<file path="src/rtl/bcd_pkg.sv">
// rtl/bcd_pkg.sv - shared types and constants for the BCD conversion scheduler
package bcd_pkg;

    typedef enum logic [1:0] {
        IDLE  = 2'd0,
        LOAD  = 2'd1,
        SHIFT = 2'd2,
        HOLD  = 2'd3
    } state_t;

    localparam logic [3:0] BCD_NINE = 4'h9;

    function automatic int clog2(input int value);
        int r;
        r = 0;
        while ((1 << r) < value) r++;
        return r;
    endfunction

    function automatic logic [63:0] pow10_minus1(input int digits);
        logic [63:0] p;
        p = 64'd1;
        for (int i = 0; i < digits; i++) p = p * 64'd10;
        return p - 64'd1;
    endfunction

endpackage

</file>
<file path="src/rtl/bcd_dabble_step.sv">
// rtl/bcd_dabble_step.sv - one shift/add-3 step of the binary-to-BCD engine
module bcd_dabble_step #(
    parameter int DIGITS = 6
) (
    input  logic [DIGITS*4-1:0] digits_in,
    input  logic                bit_in,
    output logic [DIGITS*4-1:0] digits_out
);

    logic [DIGITS*4-1:0] adj;

    // correct every digit >= 5 so the following shift carries into the next digit
    always_comb begin
        adj = digits_in;
        for (int d = 0; d < DIGITS; d++) begin
            if (digits_in[d*4 +: 4] >= 4'd5) adj[d*4 +: 4] = digits_in[d*4 +: 4] + 4'd3;
        end
    end

    // the carry out of the top digit falls off; the overflow flag already covers it
    assign digits_out = (adj << 1) | {{(DIGITS*4-1){1'b0}}, bit_in};

endmodule

</file>
<file path="src/rtl/bcd_conv_scheduler.sv">
// rtl/bcd_conv_scheduler.sv - round-robin sharing of one serial binary-to-BCD engine
module bcd_conv_scheduler
    import bcd_pkg::*;
#(
    parameter int NREQ   = 3,
    parameter int WIDTH  = 24,
    parameter int DIGITS = 6
) (
    input  logic                     clk,
    input  logic                     rst,
    input  logic [NREQ-1:0]          req,
    input  logic [NREQ*WIDTH-1:0]    req_value,
    output logic [NREQ-1:0]          grant,
    output logic                     busy,
    output logic                     bcd_valid,
    input  logic                     bcd_ready,
    output logic [DIGITS*4-1:0]      bcd_digits,
    output logic [clog2(NREQ)-1:0]   bcd_id,
    output logic                     bcd_ovf
);

    localparam int          IDW    = clog2(NREQ);
    localparam int          CW     = clog2(WIDTH + 1);
    localparam logic [63:0] MAXVAL = pow10_minus1(DIGITS);

    state_t               state_q, state_d;
    logic [IDW-1:0]       ptr_q, sel_q, pick;
    logic                 any_req;
    int                   idx;
    logic [WIDTH-1:0]     shreg_q, cap_value;
    logic [DIGITS*4-1:0]  acc_q, acc_step;
    logic                 ovf_q;
    logic [CW-1:0]        cnt_q;

    assign cap_value = req_value[sel_q*WIDTH +: WIDTH];

    bcd_dabble_step #(.DIGITS(DIGITS)) u_step (
        .digits_in  (acc_q),
        .bit_in     (shreg_q[WIDTH-1]),
        .digits_out (acc_step)
    );

    // round-robin search: first requester at or after the pointer, wrapping
    always_comb begin
        any_req = 1'b0;
        pick    = '0;
        idx     = 0;
        for (int i = 0; i < NREQ; i++) begin
            idx = (int'(ptr_q) + i) % NREQ;
            if (!any_req && req[idx]) begin
                any_req = 1'b1;
                pick    = IDW'(idx);
            end
        end
    end

    // state register
    always_ff @(posedge clk) begin
        if (rst) state_q <= IDLE;
        else     state_q <= state_d;
    end

    // next state and handshake outputs
    always_comb begin
        state_d   = state_q;
        grant     = '0;
        busy      = 1'b0;
        bcd_valid = 1'b0;
        case (state_q)
            IDLE: begin
                if (any_req) state_d = LOAD;
            end
            LOAD: begin
                for (int k = 0; k < NREQ; k++) grant[k] = (sel_q == IDW'(k));
                busy    = 1'b1;
                state_d = SHIFT;
            end
            SHIFT: begin
                busy = 1'b1;
                if (cnt_q == '0) state_d = HOLD;
            end
            HOLD: begin
                busy      = 1'b1;
                bcd_valid = 1'b1;
                if (bcd_ready) state_d = IDLE;
            end
            default: state_d = IDLE;
        endcase
    end

    // selection, capture and serial conversion datapath
    always_ff @(posedge clk) begin
        if (rst) begin
            ptr_q   <= '0;
            sel_q   <= '0;
            shreg_q <= '0;
            acc_q   <= '0;
            ovf_q   <= 1'b0;
            cnt_q   <= '0;
        end else begin
            case (state_q)
                IDLE: begin
                    if (any_req) sel_q <= pick;
                end
                LOAD: begin
                    shreg_q <= cap_value;
                    ovf_q   <= (64'(cap_value) > MAXVAL);
                    acc_q   <= '0;
                    cnt_q   <= CW'(WIDTH - 1);
                    ptr_q   <= (sel_q == IDW'(NREQ - 1)) ? '0 : sel_q + 1'b1;
                end
                SHIFT: begin
                    acc_q   <= acc_step;
                    shreg_q <= shreg_q << 1;
                    cnt_q   <= cnt_q - 1'b1;
                end
                default: ;
            endcase
        end
    end

    assign bcd_digits = (state_q == HOLD) ? (ovf_q ? {DIGITS{BCD_NINE}} : acc_q) : '0;
    assign bcd_id     = (state_q == HOLD) ? sel_q : '0;
    assign bcd_ovf    = (state_q == HOLD) && ovf_q;

endmodule
</file>
<file path="config.mk">
export PLATFORM = sky130hd
export DESIGN_NAME = bcd_conv_scheduler
export DESIGN_NICKNAME = d
export VERILOG_FILES = /design/src/rtl/bcd_pkg.sv /design/src/rtl/bcd_dabble_step.sv /design/src/rtl/bcd_conv_scheduler.sv
export SDC_FILE = /design/constraint.sdc
export NUM_CORES = 1
export LEC_CHECK = 0
export BUFFER_PORTS_ARGS = -buffer_cell sky130_fd_sc_hd__buf_2
export CAP_MARGIN = 40
export CORE_MARGIN = 10
export CORE_UTILIZATION = 53
export CTS_CLUSTER_DIAMETER = 50
export DETAILED_ROUTE_END_ITERATION = 8
export PLACE_DENSITY_LB_ADDON = 0.2
export REMOVE_ABC_BUFFERS = 1
export SYNTH_ARGS = -nofsm -noshare
export SYNTH_HDL_FRONTEND = slang
export SYNTH_SLANG_ARGS = --single-unit
</file>
<file path="constraint.sdc">
create_clock -name clk -period 2.4 [get_ports clk]
set_clock_uncertainty 0.15 [all_clocks]
set_input_delay 0.48 -clock clk [delete_from_list [all_inputs] [get_ports clk]]
set_output_delay 0.48 -clock clk [all_outputs]
set_load 0.02 [all_outputs]
</file>
* Word level (Yosys, flattened, before mapping)
Cells that the tools add are included.
** Operators by class
- Add/subtract/negate cells :: 10
- $mul :: 1
- Divide/modulo/power cells :: 3
- Magnitude comparators :: 10
- Eq/ne operators :: 8
- Shifts and indexed selects :: 1
- Multiplexer cells :: 35
- Bitwise gates (word level) :: 1
- Reductions and logical operators :: 12
** Operators with widths (number)
- $lt 32x4->1 const B :: 3
- $pmux 24 s2 :: 2
- $shiftx 72x8->24 :: 1
- $mod 32x3->32 const B :: 2
- $mux 24 :: 2
- $mod 3x3->32 const B :: 1
- $ge 4x3->1 const B :: 6
- $gt 24x20->1 const B :: 1
- $or 24x1->24 :: 1
- $add 4x2->4 const B :: 5
- $mux 4 :: 5
- $mux 2 :: 8
- $mux 1 :: 11
- $pmux 5 s2 :: 1
- $pmux 2 s4 :: 1
- $bmux 1 s2 :: 3
- $eq 2x2->1 const B :: 3
- $mux 3 :: 2
- $ne 2x2->1 const B :: 3
- $logic_not 5->1 :: 1
- $sub 5x1->5 const B :: 1
- $eq 2x1->1 const B :: 2
- $logic_not 2->1 :: 2
- $mul 2x2->4 const B :: 1
- other kinds (10) :: 13
** Word-level totals
- Register bits after elaboration :: 60
- Latch bits :: 0
- RAM bits :: 0
- Bits in read-only memories :: 0
- Bits of input ports :: 78
- Output and inout port bits :: 32
- Word-level logic and storage cells :: 88
- Memories kept :: 0

* Depth between registers and ports, before layout
Gate-level depths: netlist of run 1.
- Word-level depth :: 13
- Gate-level depth with buffers :: 8
- Mapped depth without buffers :: 7

* Cells and area by module
A second synthesis of run 1 with hierarchy kept.
** Unflattened totals
- Cells, all modules :: 537
- Area total of the unflattened synthesis :: 4210.3 µm²
** By module, submodules not included
- bcd_conv_scheduler :: instances 1, cells each 444, area each 3614.7 µm², seq. area each 1201.2 µm²
- bcd_dabble_step :: instances 1, cells each 93, area each 595.6 µm², seq. area each 0.0 µm²

* Worst setup path before layout of run 1
OpenSTA, ideal clock, no wires.
- Path kind :: register to register
- From :: reg ptr_q[1]
- To :: reg sel_q[1]
- Library setup time :: 0.066 ns
- Arrival time :: 1.960 ns
- Required time :: 2.184 ns
- Slack :: 0.224 ns
- Stages on the path, launching flop included :: 8
- Path buffers :: 1
- Period minus slack after synthesis :: 2.176 ns
- Path through :: dfxtp_1 > inv_1 > ha_1 > buf_6 > o221a_1 > or4_1 > a2111o_1 > a21oi_2
** Between the ends
- Word-level cells in the longest chain between the ends :: 12
- Elaborated cells between the ends (all ways) :: 25
- Those cells by class :: 2 x add/sub; 3 x div; 15 x mux; 5 x reduce/logical
** Ends and longest elaborated chain
- from (decl) :: line bcd_conv_scheduler.sv:27 : logic [IDW-1:0] ptr_q, sel_q, pick;
- from (signal assigned) :: line bcd_conv_scheduler.sv:110 : ptr_q <= (sel_q == IDW'(NREQ - 1)) ? '0 : sel_q + 1'b1;
- parallel branches: the longest is 12 deep, another holds $mod 32x3->32
- to (signal assigned) :: line bcd_conv_scheduler.sv:103 : if (any_req) sel_q <= pick;
- to (decl) :: line bcd_conv_scheduler.sv:27
Parallel ways; which one is timed is not known. The select of a mux whose other input is x is not followed.
A chain may end at the register's enable or synchronous reset.

* Worst setup path after layout of run 1
- From :: reg ptr_q[0]
- To :: reg sel_q[1]
The elaborated chain is that of the path after synthesis.

==> results of run 1 <==
## synthesized netlist by cell type, drive strengths merged
| master | number | share of area |
|---|---|---|
| a311oi | 1 | 0.0022 |
| nand3 | 3 | 0.0037 |
| o211a | 2 | 0.0049 |
| dfxtp | 60 | 0.30 |
| o21bai | 2 | 0.0037 |
| a221oi | 1 | 0.0022 |
| nor2 | 56 | 0.052 |
| and2 | 16 | 0.025 |
| o21ai | 33 | 0.042 |
| mux2i | 45 | 0.11 |
| a21oi | 29 | 0.037 |
| buf | 9 | 0.018 |
| mux2 | 6 | 0.017 |
| o21a | 12 | 0.022 |
| nor2b | 5 | 0.0077 |
| or3 | 1 | 0.0015 |
| a32oi | 6 | 0.013 |
| ha | 23 | 0.071 |
| nand4b | 1 | 0.0022 |
| nand2 | 48 | 0.045 |
| or4 | 1 | 0.0019 |
| a22oi | 7 | 0.013 |
| o21ba | 1 | 0.0025 |
| nand4 | 2 | 0.0031 |
| o2111ai | 2 | 0.0043 |
| a22o | 1 | 0.0022 |
| inv | 25 | 0.023 |
| nor4 | 3 | 0.0046 |
| o221a | 1 | 0.0028 |
| nand2b | 13 | 0.020 |
| nor3b | 1 | 0.0019 |
| xor2 | 5 | 0.011 |
| a31oi | 2 | 0.0031 |
| a2bb2oi | 22 | 0.048 |
| nor4bb | 1 | 0.0025 |
| a211oi | 2 | 0.0049 |
| o31ai | 1 | 0.0019 |
| o211ai | 6 | 0.011 |
| a2111o | 1 | 0.0028 |
| a21boi | 1 | 0.0019 |
| clkbuf | 26 | 0.027 |
| nand3b | 3 | 0.0056 |
| xnor2 | 6 | 0.013 |
| nor3 | 10 | 0.012 |
## through the flow
stage | std cells | setup WS (ns) | util
6_report | 704 | 0.102 | 0.664
4_1_cts | 704 | 0.0326 | 0.662
3_5_place_dp | 689 | 0.0498 | 0.637
2_1_floorplan | 467 | -0.258 | -
3_3_place_gp | 689 | 0.168 | 0.637
5_1_grt | 704 | -0.00448 | 0.664
## repair_timing
item | 4_1_cts | 5_1_grt
setup endpoints to repair | 0 | 2
gates resized for setup | 0 | 5
hold endpoints to repair | 0 | 0
## worst paths after layout
path         depth (start not counted)  slack [ns]                 endpoint
min                                  2        0.30  shreg_q[2]$_SDFFE_PP0P_
min reg2reg                          2        0.30  shreg_q[2]$_SDFFE_PP0P_
max                                  7        0.10    sel_q[1]$_SDFFE_PP0P_
max reg2reg                          7        0.10    sel_q[1]$_SDFFE_PP0P_
## report_power, final
group,switching (mW),internal [mW],leakage [nW]
registers,0.144,1.25,0.490
logic,1.50,1.05,1.50
clock network,0.377,0.502,0.0935
total,2.02,2.80,2.08
## cell type report
type	count	area share
Clock buffer	13	0.0306
Clock inverter	2	0.00720
Inverter	25	0.0193
Multi-Input combinational cell	382	0.531
Sequential cell	60	0.247
Tap cell	99	0.0254
Timing Repair Buffer	123	0.139
## worst min-delay path, delay by kind of cell (launching register included)
family	cells	cell delay [ns]
flops	1	0.31
compound gates	1	0.05
simple gates	1	0.05
## cell families (layout without fill, tap and decap cells)
group           count (synthesis)  in the layout  share of synthesized area
fa+ha+maj                      23             23                     0.0711
mux                            51             51                      0.128
flops                          60             60                      0.297
xor+xnor                       11             11                     0.0238
compound gates                133            133                      0.225
simple gates                  164            164                      0.188
buf+inv                        60            163                     0.0674
## layer usage
metal  vias up  wire length, um  track usage
li1       1954                -            -
met1      1778             4650        0.206
met2       138             4960        0.325
met3        17              840       0.0617
met4         0              194       0.0668
met5         -                0            0
## sequential cells by signal, indices dropped and copies added (netlist names)
name	cells
ovf_q	1
acc_q	24
state_q	2
cnt_q	5
sel_q	2
ptr_q	2
shreg_q	24
==> impl_metrics.json, run 1 <==
{
  "clock_latency_of_the_later_clocked_register_in_the_worst_skew_pair_ns": 0.34,
  "diode_insertion_count_for_antenna_repair": 0,
  "critical_path_required_ns": 2.51,
  "slew_violations": 0,
  "timing.hold.worst.start": "shreg_q[2]$_SDFFE_PP0P_",
  "post_synth_instance_area_mm2": 0.00405,
  "die_x_um": 107,
  "setup.worst_path.end_class": "register",
  "grt_pass1_wl_um": 18100,
  "synth.ff_latch_count": 60,
  "initial_core_utilization": 0.552,
  "avgRoutedWirePerCell_um": 15.1,
  "detailedPlacementHpwl_um": 7990,
  "critical_path_buffers_and_inverters": 1,
  "tightestPinTransition_ns": 0.600,
  "criticalPathCategory": "reg2reg",
  "num-nets-final": 702,
  "slowest_stage_cell_crit_path": "a2111o_1",
  "ant_nets": 0,
  "routed_wire_length_um": 10600,
  "worst_setup_hold_path_clk_slew_ns": 0.07,
  "post_cts_buffers": 0,
  "total_routing_usage_reported_by_global_routing": 0.186,
  "layout-drive-gt1-share": 0.245,
  "row_count": 31,
  "status": "finished, final reports clean",
  "drt_pre_antenna_iters": 4,
  "cp.arrival_ns": 2.41,
  "cp-startpoint": "ptr_q[0]$_SDFFE_PP0P_",
  "max_cap_viol_count": 0,
  "timing.critical_path.from_type": "register",
  "nFillCells": 662,
  "cts.sink_count": 60,
  "synthCells": 502,
  "post_cts_hold_fix_bufs": 0,
  "fin_area_mm2": 0.00487,
  "io_buf_count": 109,
  "route.vias.total": 3887,
  "final-seq-area_mm2": 0.00120,
  "final-hold-violation-count": 0,
  "area.growth.synth_to_final_pct": 20.2,
  "antenna_violations_before_repair": 0,
  "seq_area_frac_synth": 0.297,
  "period_share": 0.957,
  "yosysUniqueCellTypes": 55,
  "power.leakage_nw": 2.08,
  "multi_input_comb_area_mm2": 0.00259,
  "most_common_cell_after_layout_fill_and_taps_aside": "buf_2",
  "final.setup.tns_ns": 0,
  "place.gp.congestion": 0.798,
  "htreeDepth": 3,
  "syn-mean-instance-area_um2": 8.06,
  "achievable-frequency_ghz": 0.435,
  "drc": 0,
  "dieHeight_um": 107,
  "detail_route.iter0.violations": 97,
  "grt_start_max_net_pins": 32,
  "hold_path_class": "reg2reg",
  "worst_r2r_startpoint": "ptr_q[0]$_SDFFE_PP0P_",
  "synth.yosys.warnings": 0,
  "path_delay_family": "compound AO/OA/AOI/OAI gates",
  "crit_path_max_fanout": 6,
  "io-pin-count": 110,
  "die_area_mm2": 0.0115,
  "placedInstanceArea_mm2": 0.00467,
  "tritoncts.num_buffers": 9,
  "coreArea_mm2": 0.00733,
  "power.density_mw_per_mm2": 992,
  "hold-worst-slack_ns": 0.303,
  "clock_path_buffers": 2,
  "period_needed_ns": 2.30,
  "path_cells": "inv_1, ha_2, mux2i_1, nor2_1, or4_1, a2111o_1, a21oi_2",
  "irDropWorstVdd_uv": 551,
  "highest_cell_delay_on_the_worst_timing_path_ns": 0.44,
  "maxSlewHeadroom": 0.600,
  "clock_tree.root_cell": "clkbuf_8",
  "mostFrequentLayoutCells": "buf_2, dfxtp_1, nor2_1",
  "cts_tree": "built",
  "setup_viol": 0,
  "grt_pass1_vias": 4149,
  "route.detailed.vias_per_inst": 5.52,
  "p_total_mw": 4.83,
  "global_route.overflow_total": 0
}
(Power assumes the default switching activity.)
==> run 2: changes to the inputs <==
Settings changed: SETUP_SLACK_MARGIN set to 0.5.
==> run 2 against run 1 <==
  * Sequential cell count is the same
  * Combinational power is 58% higher
  * Worst setup slack improved by 0.064 ns
  * Worst hold slack better by 0.010 ns
  * Highest routed layer unchanged
==> impl_metrics.json, run 2 (same netlist as run 1, synthesis figures left out) <==
{
  "fin_area_mm2": 0.00591,
  "finalWorstSetupSlack_ns": 0.167,
  "grt_util_met3": 0.0605,
  "cts_tree": "built",
  "htreeDepth": 3,
  "reg.largest.list": "acc_q: 24 flops, shreg_q: 24 flops, cnt_q: 5 flops",
  "placed_cells": 689,
  "hold_path_class": "reg2reg",
  "hold_depth": 2,
  "met2_usage": 0.369,
  "achievable-frequency_ghz": 0.448,
  "grt_setup_unrepaired": "yes",
  "route.detailed.vias_per_inst": 5.82,
  "layout-drive-gt1-share": 0.383,
  "criticalPathCategory": "reg2reg",
  "grt_pass1_wl_um": 20300,
  "routed_wire_length_um": 13900,
  "io_buf_count": 109,
  "drc": 0,
  "seq_power_share": 0.227,
  "sw_frac_of_total": 0.415,
  "cp.arrival_ns": 2.36,
  "final-instance-count-excl-fill": 741,
  "setup.reg_to_reg.worst_slack_ns": 0.17,
  "antenna_violations_before_repair": 0,
  "die_x_um": 107,
  "period_share": 0.931,
  "most_common_cell_after_layout_fill_and_taps_aside": "buf_2",
  "busiest_layer": "met2",
  "clock_path_buffers": 2,
  "power.internal_mw": 3.73,
  "setup_viol": 0,
  "final.setup.tns_ns": 0,
  "worst_setup_hold_path_clk_slew_ns": 0.07,
  "period_needed_ns": 2.23,
  "detail_route.iter0.violations": 227,
  "reg2reg_depth": 6,
  "slew_violations": 0,
  "mostFrequentLayoutCells": "buf_2, nor2_1, dfxtp_1",
  "num-nets-final": 739,
  "max_cap_viol_count": 0,
  "hold-worst-slack_ns": 0.313,
  "setup.worst_path.end_class": "register",
  "row_count": 31,
  "worst_r2r_startpoint": "ptr_q[1]$_SDFFE_PP0P_",
  "final-hold-violation-count": 0,
  "global_route.overflow_total": 0,
  "irDropWorstVdd_uv": 600,
  "final_util": 0.807,
  "diode_insertion_count_for_antenna_repair": 0,
  "clock_latency_of_the_later_clocked_register_in_the_worst_skew_pair_ns": 0.34,
  "timing.critical_path.from_type": "register",
  "tightestPinTransition_ns": 0.594,
  "placedInstanceArea_mm2": 0.00467,
  "drt_pre_antenna_iters": 5,
  "total_routing_usage_reported_by_global_routing": 0.212,
  "tritoncts.num_buffers": 9,
  "hold-path-endpoint": "shreg_q[2]$_SDFFE_PP0P_",
  "clock_tree.root_cell": "clkbuf_8",
  "die_area_mm2": 0.0115,
  "p_total_mw": 6.37,
  "post_cts_hold_fix_bufs": 0,
  "ant_nets": 0,
  "total_switching_power_mw": 2.64,
  "grt_start_max_net_pins": 32,
  "avgRoutedWirePerCell_um": 18.8,
  "power.combinational.fraction": 0.632,
  "power.density_mw_per_mm2": 1080,
  "detailedPlacementHpwl_um": 7990,
  "dp_worst_setup_slack_ns": 0.0498,
  "initial_core_utilization": 0.552,
  "place.gp.congestion": 0.798,
  "crit_path_max_fanout": 7,
  "route.vias.total": 4315,
  "timing.hold.worst.start": "shreg_q[2]$_SDFFE_PP0P_",
  "globalRouteMet1Util": 0.237,
  "grt_pass1_vias": 4406,
  "power.leakage_nw": 2.42,
  "crit-reg2reg-capture": "sel_q[1]$_SDFFE_PP0P_",
  "area.growth.synth_to_final_pct": 46.1,
  "maxSlewHeadroom": 0.604,
  "nFillCells": 430,
  "power_share_of_the_clock_group": 0.140,
  "io-pin-count": 110,
  "coreArea_mm2": 0.00733,
  "status": "finished, final reports clean",
  "cts.sink_count": 60,
  "critical_path_required_ns": 2.52,
  "dieHeight_um": 107
}
-- run 2: changes by cell type in the layout (fill, tap and decap cells not counted), sizes merged --
cell	before	now
buf	123	157
clkbuf	13	16
clkinvlp	0	1
inv	25	24
-- run 2: worst max-delay path by stage --
| stage | start | end | slack (ns) | depth (start not counted) |
|---|---|---|---|---|
| floorplan | sel_q[1]$_SDFFE_PP0P_ | ovf_q$_SDFFE_PP0P_ | -0.26 | 5 |
| global placement | ptr_q[0]$_SDFFE_PP0P_ | sel_q[1]$_SDFFE_PP0P_ | 0.17 | 7 |
| detailed placement | ptr_q[0]$_SDFFE_PP0P_ | sel_q[1]$_SDFFE_PP0P_ | 0.05 | 7 |
| CTS | ptr_q[0]$_SDFFE_PP0P_ | sel_q[1]$_SDFFE_PP0P_ | 0.24 | 7 |
| global route | ptr_q[1]$_SDFFE_PP0P_ | sel_q[1]$_SDFFE_PP0P_ | 0.12 | 7 |
| finish | ptr_q[1]$_SDFFE_PP0P_ | sel_q[1]$_SDFFE_PP0P_ | 0.17 | 6 |
-- run 2: power by group through the flow --
stage / registers, mW / logic [mW] / clock network [mW]
3_5_place_dp: 1.41 / 2.54 / 0
4_1_cts: 1.43 / 3.12 / 0.895
3_3_place_gp: 1.40 / 2.48 / 0
6_report: 1.45 / 4.03 / 0.892
2_1_floorplan: 1.45 / 1.76 / 0
5_1_grt: 1.48 / 4.27 / 0.941
-- run 2: repair_timing --
item / in CTS / in global routing
pin swaps: 10 / 14
gates cloned: 3 / 2
resized for setup: 145 / 46
setup buffers: 16 / 16
endpoints found under the setup margin: 85 / 86
-- run 2: per-layer routing --
| metal | vias up | routed length, um |
|---|---|---|
| li1 | 2038 | - |
| met1 | 2001 | 5500 |
| met2 | 232 | 6930 |
| met3 | 44 | 1100 |
| met4 | 0 | 411 |
| met5 | - | 0 |
-- run 2: layout make-up --
type	count	area, um^2	area share
clock inverter	2	35.0	0.00592
tap	99	124	0.0209
clock buffer	13	149	0.0252
inverter	25	115	0.0195
sequential	60	1220	0.206
multi-input combinational	382	2940	0.498
timing repair buffer	160	1330	0.225
-- run 2: worst max-delay path, cell delays in order, from the launching register on --
cell	delay, ns
dfxtp_4	0.37
buf_4	0.15
ha_4	0.18
o221a_1	0.26
or4_1	0.49
a2111o_1	0.41
a21oi_2	0.14
==> run 3: changes to the inputs <==
Settings changed: CORE_UTILIZATION 53 to 54, SKIP_LAST_GASP set to 1, SYNTH_HIERARCHICAL set to 1.
==> run 3 against run 2 <==
  * Sequential cell count unchanged
  * Synthesized cell count up 7.0%
  * First-iteration DRC count down 1.3%
  * Clock power up 0.4%
  * Largest power group unchanged
  * Die area up 1.7%
  * Total power down 8.2%
  * Core utilization down 2.5 points
  * Global-route usage up 1.1 points
  * Register-to-register slack worse by 0.08 ns
  * Worst setup slack worse by 0.080 ns
  * Critical path depth up 2
  * Combinational power down 13%
==> impl_metrics.json, run 3 <==
{
  "status": "finished, final reports clean",
  "setup.worst_path.end_class": "register",
  "reg.largest.list": "acc_q: 24 flops, shreg_q: 24 flops, cnt_q: 5 flops",
  "worst_r2r_startpoint": "ptr_q[0]$_SDFFE_PP0P_",
  "setup_viol": 0,
  "synth_compound_gate_area_share": 0.211,
  "synth_simple_gate_area_frac": 0.231,
  "final_util": 0.782,
  "criticalPathCategory": "reg2reg",
  "seq_area_frac_synth": 0.285,
  "grt_start_max_net_pins": 40,
  "critical_path.endpoint": "sel_q[1]$_SDFFE_PP0P_",
  "coreArea_mm2": 0.00765,
  "clock_latency_of_the_later_clocked_register_in_the_worst_skew_pair_ns": 0.35,
  "synth.top_cell.area_share": 0.285,
  "io-pin-count": 110,
  "route.detailed.vias_per_inst": 5.67,
  "tightestPinTransition_ns": 0.604,
  "layout-drive-gt1-share": 0.362,
  "period_share": 0.964,
  "dieHeight_um": 108,
  "synthArstFlopShare": 0,
  "placedInstanceArea_mm2": 0.00482,
  "detailedPlacementHpwl_um": 7960,
  "avgRoutedWirePerCell_um": 17.6,
  "antenna_violations_before_repair": 0,
  "p_total_mw": 5.85,
  "synth-xor-area-share": 0.0125,
  "max_cap_viol_count": 0,
  "htreeDepth": 3,
  "synth.yosys.warnings": 6,
  "routed_wire_length_um": 13500,
  "setup.reg_to_reg.worst_slack_ns": 0.09,
  "highest_cell_delay_on_the_worst_timing_path_ns": 0.57,
  "hold_path_class": "reg2reg",
  "dominant_combinational_cell_family_by_area_after_synthesis": "simple AND/OR/NAND/NOR gates",
  "power.density_mw_per_mm2": 978,
  "worst_setup_hold_path_clk_slew_ns": 0.07,
  "cts_tree": "built",
  "grt_pass1_vias": 4424,
  "cp.arrival_ns": 2.44,
  "hold-worst-slack_ns": 0.325,
  "yosysUniqueCellTypes": 51,
  "fin_area_mm2": 0.00598,
  "finalWorstSetupSlack_ns": 0.0871,
  "syn-mean-instance-area_um2": 7.84,
  "seq_power_share": 0.247,
  "period_needed_ns": 2.31,
  "synth_flop_cell": "dfxtp_1",
  "reg2reg_depth": 8,
  "final-instance-count-excl-fill": 771,
  "yosys-top-cells-area": "dfxtp_1, mux2i_1, ha_1",
  "detail_route.iter0.violations": 224,
  "netlist.top_cell.by_area": "dfxtp_1",
  "place.gp.congestion": 0.871,
  "total_routing_usage_reported_by_global_routing": 0.223,
  "diode_insertion_count_for_antenna_repair": 0,
  "clock_tree.root_cell": "clkbuf_8",
  "cp-startpoint": "ptr_q[0]$_SDFFE_PP0P_",
  "grt_setup_unrepaired": "yes",
  "final.setup.tns_ns": 0,
  "tritoncts.num_buffers": 9,
  "dp_worst_setup_slack_ns": 0.0738,
  "yosys-top-cells-count": "dfxtp_1, nor2_1, nand2_1, mux2i_1, a21oi_1",
  "mostFrequentLayoutCells": "buf_2, nor2_1, dfxtp_1",
  "num-nets-final": 766,
  "global_route.overflow_total": 0,
  "io_buf_count": 109,
  "grt_pass1_wl_um": 21300,
  "initial_core_utilization": 0.551,
  "route.vias.total": 4374,
  "row_count": 32,
  "die_x_um": 108,
  "synth_mux_area_frac": 0.124,
  "achievable-frequency_ghz": 0.432,
  "most_common_cell_after_layout_fill_and_taps_aside": "buf_2",
  "timing.critical_path.from_type": "register",
  "post_synth_fa_ha_maj_area_fraction": 0.0684,
  "final-hold-violation-count": 0,
  "drc": 0,
  "clock_path_buffers": 2,
  "path_cells": "inv_4, buf_4, ha_4, nand2_1, a211oi_2, or4_1, a2111o_1, a21oi_2",
  "total_switching_power_mw": 2.39,
  "irDropWorstVdd_uv": 638,
  "post_synth_instance_area_mm2": 0.00421,
  "post_cts_hold_fix_bufs": 0,
  "slew_violations": 0,
  "synth-edff-count": 0,
  "synth.ff_latch_count": 60,
  "die_area_mm2": 0.0117,
  "synth.most_common_cell": "dfxtp_1",
  "drt_pre_antenna_iters": 5,
  "sw_frac_of_total": 0.408,
  "slowest_stage_cell_crit_path": "or4_1",
  "area.growth.synth_to_final_pct": 42.0,
  "synthCells": 537,
  "maxSlewHeadroom": 0.597,
  "power_share_of_the_clock_group": 0.153,
  "critical_path_required_ns": 2.53,
  "ant_nets": 0,
  "crit_path_max_fanout": 7,
  "power.internal_mw": 3.46,
  "power.leakage_nw": 2.54,
  "power.combinational.fraction": 0.600,
  "crit-reg2reg-capture": "sel_q[1]$_SDFFE_PP0P_",
  "placed_cells": 724,
  "cts.sink_count": 60
}
run 3: cell types whose count changed in the layout (fill, tap and decap cells not counted), moves of 6 or more:
cell and change:
nand2b_1 +11, nor2b_1 +23, nor3_2 -6, a21oi_1 +17
buf_4 -7, a2bb2oi_1 -13, a22oi_1 -7, a2bb2oi_2 +8
nand2_1 +6
run 3: metal layers:
metal / part of all wire / global-route usage / vias up
li1: - / - / 2103
met1: 0.40 / 0.255 / 2049
met2: 0.50 / 0.388 / 191
met3: 0.074 / 0.0589 / 31
met4: 0.025 / 0.0885 / 0
met5: 0 / 0 / -
run 3: worst min path at each step:
stage / from / end / slack (ns) / cells past startpoint
after detailed placement: shreg_q[3]$_SDFFE_PP0P_ / shreg_q[3]$_SDFFE_PP0P_ / 0.31 / 2
after global routing: shreg_q[4]$_SDFFE_PP0P_ / shreg_q[4]$_SDFFE_PP0P_ / 0.34 / 2
after floorplan: shreg_q[1]$_SDFFE_PP0P_ / shreg_q[1]$_SDFFE_PP0P_ / 0.29 / 2
after global placement: shreg_q[3]$_SDFFE_PP0P_ / shreg_q[3]$_SDFFE_PP0P_ / 0.30 / 2
after CTS: shreg_q[3]$_SDFFE_PP0P_ / shreg_q[3]$_SDFFE_PP0P_ / 0.32 / 2
final: shreg_q[1]$_SDFFE_PP0P_ / shreg_q[1]$_SDFFE_PP0P_ / 0.33 / 2
run 3: timing repair:
action | 4_1_cts | 5_1_grt
hold endpoints to repair | 0 | 0
pin swaps | 18 | 6
setup buffers | 22 | 3
gates resized for setup | 159 | 20
gates cloned | 7 | 0
setup endpoints to repair | 37 | 88
run 3: layout make-up:
class	instances	area, um^2
Clock buffer	14	183
Clock inverter	1	5.00
Fill cell	517	1670
Inverter	24	116
Multi-Input combinational cell	416	3010
Sequential cell	60	1220
Tap cell	102	128
Timing Repair Buffer	154	1320
run 3: power by group through the flow:
stage                     Combinational, mW  Clock [mW]  Sequential (mW)
after floorplan                        1.76           0             1.46
after global placement                 2.38           0             1.40
after detailed placement               2.46           0             1.42
after CTS                              3.21       0.895             1.43
after global routing                   3.73       0.951             1.47
final                                  3.51       0.896             1.44
run 3: worst max-delay path, delay by kind of cell, from the launching register on:
family	cells	cell delay (ns)
AOI/OAI and AO/OA	3	0.66
adders and majority gates	1	0.18
buffers and inverters	2	0.17
DFF	1	0.37
and+or+nand+nor	2	0.70
run 3: cells by family after synthesis:
group,count (synthesis)
AND/OR/NAND/NOR,198
adder cells (fa/ha/maj),23
XOR/XNOR,6
multiplexers,52
flip-flops,60
AO/OA/AOI/OAI,137
buffers and inverters,61
